==> config.mk <==
export PLATFORM = sky130hd
export DESIGN_NAME = sram_mem_stage
export DESIGN_NICKNAME = d
export VERILOG_FILES = /design/src/rtl/arm_mem_pkg.sv /design/src/rtl/sram_wait_counter.sv /design/src/rtl/sram_mem_stage.sv
export SDC_FILE = /design/constraint.sdc
export NUM_CORES = 1
export LEC_CHECK = 0
export BUFFER_PORTS_ARGS = -buffer_cell sky130_fd_sc_hd__buf_2
export CAP_MARGIN = 20
export CORE_MARGIN = 2
export CORE_UTILIZATION = 35
export CTS_BUF_LIST = sky130_fd_sc_hd__clkbuf_8
export CTS_CLUSTER_DIAMETER = 200
export DETAILED_ROUTE_END_ITERATION = 8
export PLACE_DENSITY = 0.7
export SLEW_MARGIN = 20
export SYNTH_ARGS = -nofsm -noshare
export SYNTH_HDL_FRONTEND = slang
export SYNTH_SLANG_ARGS = --single-unit
==> constraint.sdc <==
create_clock -name clk -period 3.1 [get_ports clk]
set_input_delay 0.465 -clock clk [delete_from_list [all_inputs] [get_ports clk]]
set_output_delay 0.465 -clock clk [all_outputs]
set_load 0.01 [all_outputs]
==> src/rtl/arm_mem_pkg.sv <==
// rtl/arm_mem_pkg.sv - shared types and constants for the MEM-stage SRAM controller
package arm_mem_pkg;

  localparam int          SRAM_ADDR_W       = 18;
  localparam int          SRAM_DATA_W       = 16;
  localparam logic [31:0] BASE_ADDR_DEFAULT = 32'd1024;

  typedef enum logic [1:0] {
    IDLE,
    LO,
    HI,
    DONE
  } mem_state_e;

  // Byte address to 32-bit SRAM word index; the two low offset bits are dropped.
  function automatic logic [SRAM_ADDR_W-2:0] word_addr(input logic [31:0] alu_res,
                                                      input logic [31:0] base);
    logic [31:0] off;
    off = alu_res - base;
    return off[SRAM_ADDR_W:2];
  endfunction

endpackage

==> src/rtl/sram_wait_counter.sv <==
// rtl/sram_wait_counter.sv - counts the cycles of one SRAM half-access
module sram_wait_counter #(
  parameter int SRAM_CYCLES = 3
) (
  input  logic clk,
  input  logic rst,
  input  logic clear,
  input  logic enable,
  output logic last
);

  logic [3:0] cnt;

  always_ff @(posedge clk) begin
    if (!rst) begin
      cnt <= '0;
    end else if (clear) begin
      cnt <= '0;
    end else if (enable) begin
      cnt <= cnt + 4'd1;
    end
  end

  assign last = (cnt == 4'(SRAM_CYCLES - 1));

endmodule

==> src/rtl/sram_mem_stage.sv <==
// rtl/sram_mem_stage.sv - splits 32-bit loads/stores into two 16-bit SRAM half-accesses
module sram_mem_stage
  import arm_mem_pkg::*;
#(
  parameter int          SRAM_CYCLES = 3,
  parameter logic [31:0] BASE_ADDR   = BASE_ADDR_DEFAULT
) (
  input  logic                   clk,
  input  logic                   rst,
  input  logic                   mem_read_en,
  input  logic                   mem_write_en,
  input  logic [31:0]            alu_res,
  input  logic [31:0]            val_Rm,
  output logic                   ready,
  output logic [31:0]            mem_result,
  output logic [SRAM_ADDR_W-1:0] sram_addr,
  output logic [SRAM_DATA_W-1:0] sram_wdata,
  input  logic [SRAM_DATA_W-1:0] sram_rdata,
  output logic                   sram_we_n
);

  mem_state_e             state, next;
  logic                   req, wr;
  logic [SRAM_ADDR_W-2:0] waddr;
  logic                   cnt_clear, cnt_en, last;
  logic                   cap_lo, cap_hi;

  // A simultaneous read and write request is served as a read.
  assign req   = mem_read_en | mem_write_en;
  assign wr    = mem_write_en & ~mem_read_en;
  assign waddr = word_addr(alu_res, BASE_ADDR);

  sram_wait_counter #(.SRAM_CYCLES(SRAM_CYCLES)) u_wait (
    .clk    (clk),
    .rst    (rst),
    .clear  (cnt_clear),
    .enable (cnt_en),
    .last   (last)
  );

  always_ff @(posedge clk) begin
    if (!rst) begin
      state      <= IDLE;
      mem_result <= '0;
    end else begin
      state <= next;
      if (cap_lo) mem_result[15:0]  <= sram_rdata;
      if (cap_hi) mem_result[31:16] <= sram_rdata;
    end
  end

  always_comb begin
    next       = state;
    ready      = 1'b1;
    sram_addr  = '0;
    sram_wdata = '0;
    sram_we_n  = 1'b1;
    cnt_clear  = 1'b0;
    cnt_en     = 1'b0;
    cap_lo     = 1'b0;
    cap_hi     = 1'b0;
    case (state)
      IDLE: begin
        ready = ~req;
        if (req) begin
          next      = LO;
          cnt_clear = 1'b1;
        end
      end
      LO: begin
        ready      = 1'b0;
        sram_addr  = {waddr, 1'b0};
        sram_wdata = val_Rm[15:0];
        sram_we_n  = ~wr;
        if (last) begin
          cap_lo    = mem_read_en;
          next      = HI;
          cnt_clear = 1'b1;
        end else begin
          cnt_en = 1'b1;
        end
      end
      HI: begin
        ready      = 1'b0;
        sram_addr  = {waddr, 1'b1};
        sram_wdata = val_Rm[31:16];
        sram_we_n  = ~wr;
        if (last) begin
          cap_hi    = mem_read_en;
          next      = DONE;
          cnt_clear = 1'b1;
        end else begin
          cnt_en = 1'b1;
        end
      end
      DONE: begin
        next      = IDLE;
        cnt_clear = 1'b1;
      end
      default: next = IDLE;
    endcase
  end

endmodule

Word level (Yosys, flattened, before mapping). Cells that the tools add are included.

Register bits after elaboration: 38. Input bits: 84. Logic and storage cells: 39. Output and inout port bits: 68.

Bitwise gates (word level): 6. Reduce and logical (&&, ||, !) cells: 4. Mux-type cells: 16. Add/subtract/negate cells: 2. Equal/unequal tests: 7.

Operators by type and width (count): $pmux 18 s2 (1); $pmux 16 s2 (1); $sub 19x11->19 const B (1); $mux 1 (8); $pmux 2 s4 (1); $mux 2 (3); $ne 2x2->1 const B (3); $add 4x1->4 const B (1); $eq 2x2->1 const B (2); $eq 4x2->1 const B (1); $not 1->1 (4); $reduce_or 2->1 (2); $pmux 1 s3 (1); $reduce_and 3->1 (1); $eq 2x1->1 const B (1); $logic_not 2->1 (1); $pmux 1 s2 (1); $and 1x1->1 (1); $or 1x1->1 (1).

Depth between registers and ports, before layout. Gate-level depths: netlist of the first run.

Depth after elaboration: 4. Mapped depth: 7. Depth with buffers taken out: 5.

Modules after synthesis. A second synthesis of the first run with hierarchy kept.

Cell total of the unflattened synthesis: 263. Area, all modules: 2079.5 um2.

Modules (own cells, without submodules): sram_mem_stage (times used 1, area each 1878.1 um2, seq. area each 680.7 um2, cells each 243); sram_wait_counter (times used 1, area each 201.4 um2, seq. area each 80.1 um2, cells each 20).

Worst setup path before layout of the first run. Ideal clock, no wire load.

Path kind: register to output. From: register state[1]. To: output sram_addr[16]. Cell stages (with the launch flop): 8. Arrival time: 1.522 ns. Required time: 2.635 ns. Buffers on the path: 2. Setup slack: 1.113 ns. Cells stage by stage: dfxtp_1 inv_1 ha_1 buf_2 o21a_1 clkbuf_1 nand2_1 mux2i_1.

Word-level cells in the longest chain between the ends: 2. Elaborated cells on any way between the ends: 3. Classes of those cells: eq/ne: 2; mux: 1.

Ends and longest elaborated chain: start, declared (line sram_mem_stage.sv:22) `mem_state_e state, next;`; start signal, assigned (line sram_mem_stage.sv:46) `state <= next;`; $eq 2x2->1 or $eq 2x1->1 (tied branches) (line sram_mem_stage.sv:62) `case (state)`; $pmux 18 s2 * (line sram_mem_stage.sv:62); end, declared (line sram_mem_stage.sv:16) `output logic [SRAM_ADDR_W-1:0] sram_addr,`.

Mark *: on every way between the ends. The rest lies on a longest branch, timed or not.

Worst setup path in the final report of the first run. Same ends and word-level chain as after synthesis.

==> results of run 1 <==
[worst paths after layout]
| kind | cells past startpoint | from | end | slack [ns] |
|---|---|---|---|---|
| worst max register to register | 4 | state[1] | mem_result[5] | 1.17 |
| worst max-delay path | 6 | state[1] | sram_addr[16] | 0.50 |
| worst min register to register | 2 | mem_result[17] | mem_result[17] | 0.46 |
| worst min-delay path | 3 | sram_rdata[6] | mem_result[22] | 0.44 |
[area by class of cell]
class	count	area, um2
Fill cell	581	2990
Multi-Input combinational cell	190	1300
Sequential cell	38	761
Timing Repair Buffer	139	703
Tap cell	75	93.8
Clock buffer	5	68.8
Inverter	7	26.3
Clock inverter	2	15.0
[layout by cell type, fill, tap and decap left out, drive strengths merged, types with 2 or more instances in the layout]
master / count
buf: 139
nand2: 54
dfxtp: 38
mux2i: 35
nor2b: 17
a22oi: 16
ha: 9
and2: 8
nor2: 8
inv: 7
a21oi: 5
clkbuf: 5
o21ai: 5
xnor2: 4
nand2b: 3
or3: 3
nor3b: 3
nand3: 3
or3b: 2
nand4: 2
a211oi: 2
clkinvlp: 2
[layer usage]
| metal | vias up | track usage [%] | wire length [um] |
|---|---|---|---|
| met5 | - | 0 | 0 |
| met4 | 0 | 2.95 | 12 |
| met3 | 2 | 4.24 | 477 |
| met2 | 89 | 29.9 | 2720 |
| met1 | 947 | 15.5 | 2160 |
| li1 | 1116 | - | - |
[synth_stat cells, drive strengths merged, types with 5 or more instances]
cell	instances	area, um2
buf	7	46.3
nand2	54	203
and2	8	50.1
a21oi	5	25.0
ha	9	113
dfxtp	38	761
clkbuf	9	33.8
nor2b	17	106
inv	7	26.3
nor2	8	30.0
mux2i	35	350
a22oi	16	120
o21ai	5	25.0
[stage by stage]
| step | cell area [um2] | worst slack, ns | hold WS, ns | total power, uW | cells |
|---|---|---|---|---|---|
| 2_1_floorplan | 2170 | 1.11 | 0.482 | 943 | 251 |
| 3_3_place_gp | 2890 | 0.826 | 0.444 | 1130 | 449 |
| 3_5_place_dp | 2890 | 0.768 | 0.453 | 1140 | 449 |
| 4_1_cts | 2970 | 0.447 | 0.429 | 1480 | 456 |
| 5_1_grt | 2970 | 0.274 | 0.436 | 1560 | 456 |
| 6_report | 2970 | 0.505 | 0.440 | 1450 | 456 |
[where the power goes]
group	switching [uW]	leakage, uW	total, uW	internal [uW]
sequential	17.6	0.000306	522	504
combinational	334	0.00130	600	266
clock	175	0.0000362	328	154
total	527	0.00164	1450	924
[registers in the layout (all words and copies together) (netlist names)]
register,count
state,2
mem_result,32
u_wait.cnt,4
[logic make-up after synthesis]
logic type,after synthesis
simple gates,108
flops,38
mux,35
compound gates,34
buf+inv,23
fa+ha+maj,9
xor+xnor,4
[worst min-delay path: cells and delay by family]
family                 cells  cell delay [ns]
buffers and inverters      1             0.09
and+or+nand+nor            1             0.06
muxes                      1             0.06
==> key figures, run 1 <==
Clock tree
  • Max H-tree Level: 2
  • CTS root buffer: clkbuf_8
  • Clk sinks: 38
  • Hold_buf cts: 0
  • Worst-path clk slew: roughly 0.08 ns
  • Postcts setup bufs: 0
  • CTS tree: yes
  • Post-cts gate resize count: 0
  • Clk Latency, worst-skew pair: 0.28 ns
  • CTS max path bufs: 2
  • Num CTS Buffers: 5

Final layout
  • Diode count: 0
  • Nets: around 470
  • Area growth syn-to-layout: 36.9%
  • Fraction of layout cells with a size suffix above 1: roughly 40%
  • Final core utilization: 49.9%

Worst setup path
  • Worst EP required: 2.63 ns
  • CP Buf/Inv Count: 2
  • Crit path max fanout: 21
  • CP max stage cell: ha_1
  • Crit path cell chain: inv_1, ha_1, o21a_1, nand2b_1, mux2i_1, buf_2
  • Critical path endpoint category: output port
  • WS Path Type: register to output port
  • Max incr delay on CP: roughly 0.64 ns
  • CP Data Arrival Time: 2.13 ns
  • Delay-heaviest family, CP: adder cells
  • CP startpoint kind: register

Floorplanning
  • Die H: between 80 and 90 um
  • Core Footprint: roughly 0.0060 mm2
  • Initial Util: around 36%
  • Die span in x: 82.7 um
  • Io pins: about 150
  • # rows: 28
  • Die ar.: a little under 0.007 mm2

Yosys
  • Post-synthesis mux area share: 16.2%
  • Post-synth design cell area: between 0.002 and 0.0025 mm2
  • Compound-Gate Fraction of Synth Area: between 10% and 20%
  • Synth Area in Adders: 5.19%
  • Synthesized net count: 344
  • Primary FF master, synth: dfxtp_1
  • Number of flops mapped to enable cells by yosys: 0
  • Post-Syn Instances: 251
  • Post-Synth XOR/XNOR Area: between 1.5 and 2%
  • Post-synthesis sequential area ratio: a little over a third
  • Post-synth ARST share: 0%
  • Largest family of logic cells by synthesized area: simple AND/OR/NAND/NOR gates
  • Number of synthesized register bits: 38
  • Synthesized area per cell: 8.64 um2
  • Simple-gate portion of the synthesized area: roughly a quarter
  • Yosys cell types: 38
  • Synth warnings: 0

Status
  • Status: finished clean

STA
  • Final period utilization: 83.7%
  • Final setup fails: 0
  • Setup TNS: 0 ns
  • Worst slew margin: 50.8%
  • Minimum clock period: between 2 and 3 ns
  • RSZ-0062 raised after global routing: false
  • Clock skew: 0.00535 ns
  • Max-slew violation count: 0
  • Maximum clock frequency: just under 400 MHz
  • Worst slew pin tran: approximately 0.74 ns
  • Final hold vios: 0

Route
  • Drt drc: 0
  • DR vias: about 2,200
  • Drt via density: ~4.7
  • Post-Route WL: around 5.4 mm
  • TritonRoute pass-1 iters: 4
  • Final ANT Viol Nets: 0
  • Starting DRC count in detailed routing: 53
  • Routed length per placed instance: 11.8 um

Global routing
  • Total grt overflow: 0
  • Maximum number of pins on one net before global-route repair: 43
  • Tot GR Track Use: 15.1%
  • Vias in the first global route: 1,962
  • Initial antenna violation count: 0
  • First-pass GRT wire length: ~8.1 mm

Place
  • Post-DP HPWL: roughly 4 mm
  • Port Buffer Count: between 100 and 150
  • Placer Congestion: 0.787

Power and ir drop
  • Pwr Density: between 400 and 500 mW/mm2
  • Leakage power: ~0.0016 uW
  • Max VDD drop: roughly 0.00026 V

Worst hold path
  • HP Class: input port to register

Flow run
  • MaxCap Viol Count: 0
(Power assumes the default switching activity.)
==> inputs of run 2 (changes only) <==
==> constraint.sdc (replaced) <==
create_clock -name clk -period 2.5 [get_ports clk]
set_input_delay 0.375 -clock clk [delete_from_list [all_inputs] [get_ports clk]]
set_output_delay 0.375 -clock clk [all_outputs]
set_load 0.01 [all_outputs]
==> key figures, run 2 (synthesized netlist as in run 1, its figures left out) <==
Status
  • Status: finished clean

Worst setup path
  • Reg2Reg Setup Slack: between 0.7 and 0.8 ns
  • Critical path endpoint category: output port
  • Worst EP required: ~2.1 ns
  • Crit path cell chain: inv_1, ha_1, o21a_1, nand2b_1, mux2i_1, buf_2
  • Max incr delay on CP: ~0.41 ns
  • CP Buf/Inv Count: 2
  • CP startpoint kind: register
  • CP max stage cell: dfxtp_1
  • WS Path Type: register to output port
  • CP Data Arrival Time: between 1.5 and 2 ns
  • Delay-heaviest family, CP: flip-flops
  • Crit path max fanout: 12

Place
  • Cell Area, Placed: approximately 0.0029 mm2
  • Port Buffer Count: around 140
  • Placer Congestion: between 0.7 and 0.8
  • Placed Cells: between 400 and 500
  • Post-DP HPWL: 4.16 mm

Power and ir drop
  • Max VDD drop: between 0.0003 and 0.0004 V
  • NetSw: 655 uW
  • Sequential share of power: 35.2%
  • Gate power share: between 40% and 50%
  • Pwr Density: between 600 and 700 mW/mm2
  • Leakage power: around 0.0017 uW
  • Internal: approximately 1200 uW
  • Switch share: a little over a third
  • Overall power: roughly 1800 uW
  • Clk network pwr share: around a quarter

Global routing
  • Maximum number of pins on one net before global-route repair: 36
  • Met2 GRT Util: approximately 30%
  • Tot GR Track Use: 15.7%
  • GRT Max-Usage Layer: met2
  • Initial antenna violation count: 0
  • First-pass GRT wire length: 8.47 mm
  • Met1 Use GR: between 10% and 20%
  • Vias in the first global route: a little over 2,000
  • Met3 usage: a little over 5%
  • Total grt overflow: 0

Floorplanning
  • Die ar.: slightly below 0.007 mm2
  • # rows: 28
  • Io pins: approximately 150
  • Die span in x: 82.7 um
  • Initial Util: about 36%
  • Die H: 82.7 um
  • Core Footprint: 0.00596 mm2

Clock tree
  • Clk Latency, worst-skew pair: 0.28 ns
  • CTS root buffer: clkbuf_8
  • Worst-path clk slew: about 0.070 ns
  • CTS tree: yes
  • Hold_buf cts: 0
  • Postcts setup bufs: 0
  • Num CTS Buffers: 5
  • Max H-tree Level: 2
  • Post-cts gate resize count: 0
  • Clk sinks: 38
  • CTS max path bufs: 2

Route
  • Routed length per placed instance: 11.8 um
  • Starting DRC count in detailed routing: 69
  • Final ANT Viol Nets: 0
  • DR vias: between 2,000 and 2,500
  • TritonRoute pass-1 iters: 4
  • Drt via density: roughly 4.8
  • Drt drc: 0
  • Post-Route WL: around 5.4 mm

STA
  • Final hold vios: 0
  • Final setup fails: 0
  • Minimum clock period: 2.20 ns
  • Worst slew margin: 60.8%
  • Maximum clock frequency: around 460 MHz
  • Max-slew violation count: 0
  • RSZ-0062 raised after global routing: false
  • Clock skew: roughly 0.0031 ns
  • Setup TNS: 0 ns
  • Final period utilization: ~88%
  • Worst slew pin tran: ~0.59 ns

Worst hold path
  • HP Class: input port to register

Final layout
  • Reg with most FFs: mem_result
  • Fin area: 0.00300 mm2
  • Regs by FF count: mem_result (32), u_wait.cnt (4), state (2)
  • Commonest cells after routing, fill and taps aside: 136 x buf_2, 54 x nand2_1, 38 x dfxtp_1
  • Fraction of layout cells with a size suffix above 1: between 40% and 50%
  • Most common cell after layout, fill and taps aside: buf_2
  • Fin cells: between 400 and 500
  • Largest register FFs: 32
  • Diode count: 0
  • Nets: about 480
  • Area growth syn-to-layout: 38.1%
  • FILL cells: 583

Flow run
  • MaxCap Viol Count: 0
## run 2: cell types whose count changed in the layout (fill, tap and decap cells not counted), sizes merged
cell | before | now
clkinvlp | 2 | 1
clkinv | 0 | 1
buf | 139 | 141
clkbuf | 5 | 6
## run 2: worst reg2reg max path: cells and delay by family (launching register included)
kind | cells | cell delay (ns)
AOI/OAI and AO/OA | 2 | 0.55
DFF | 1 | 0.33
and+or+nand+nor | 1 | 0.44
adders and majority gates | 1 | 0.20
buffers and inverters | 1 | 0.15
## run 2: layer usage
metal / wire length, um / vias up / part of all wire [%]
li1: - / 1117 / -
met1: 2180 / 973 / 40
met2: 2690 / 87 / 50
met3: 510 / 4 / 9.4
met4: 23 / 0 / 0.43
met5: 0 / - / 0
## run 2: layout make-up
class                   count  area, um2  share of cell area, %
well taps                  75       93.8                   3.13
flip-flops and latches     38        761                   25.4
inverters                   7       26.3                  0.877
repair buffers            141        718                   24.0
clock inverters             2       12.5                  0.418
multi-input cells         190       1300                   43.4
clock buffers               6       82.6                   2.76
## run 2: power by group through the flow
stage,clock (uW),combinational [uW],sequential (uW)
floorplan,0,512,657
global placement,0,749,660
detailed placement,0,766,662
CTS,457,767,648
global route,486,853,653
finish,435,756,648
## run 2: path summary, 6_finish.rpt
kind	from	endpoint	depth (start not counted)
min reg2reg	mem_result[17]	mem_result[17]	2
max	state[1]	sram_addr[17]	6
max reg2reg	state[0]	u_wait.cnt[0]	5
min	sram_rdata[1]	mem_result[17]	3
## run 2: per-stage QoR
step                      utilization [%]  setup WS, ns  hold slack, ns
after floorplan                         -         0.603           0.482
after global placement               48.7         0.500           0.443
after detailed placement             48.7         0.503           0.452
after CTS                            50.3         0.288           0.342
after global routing                 50.3         0.121           0.353
final                                50.3         0.304           0.352
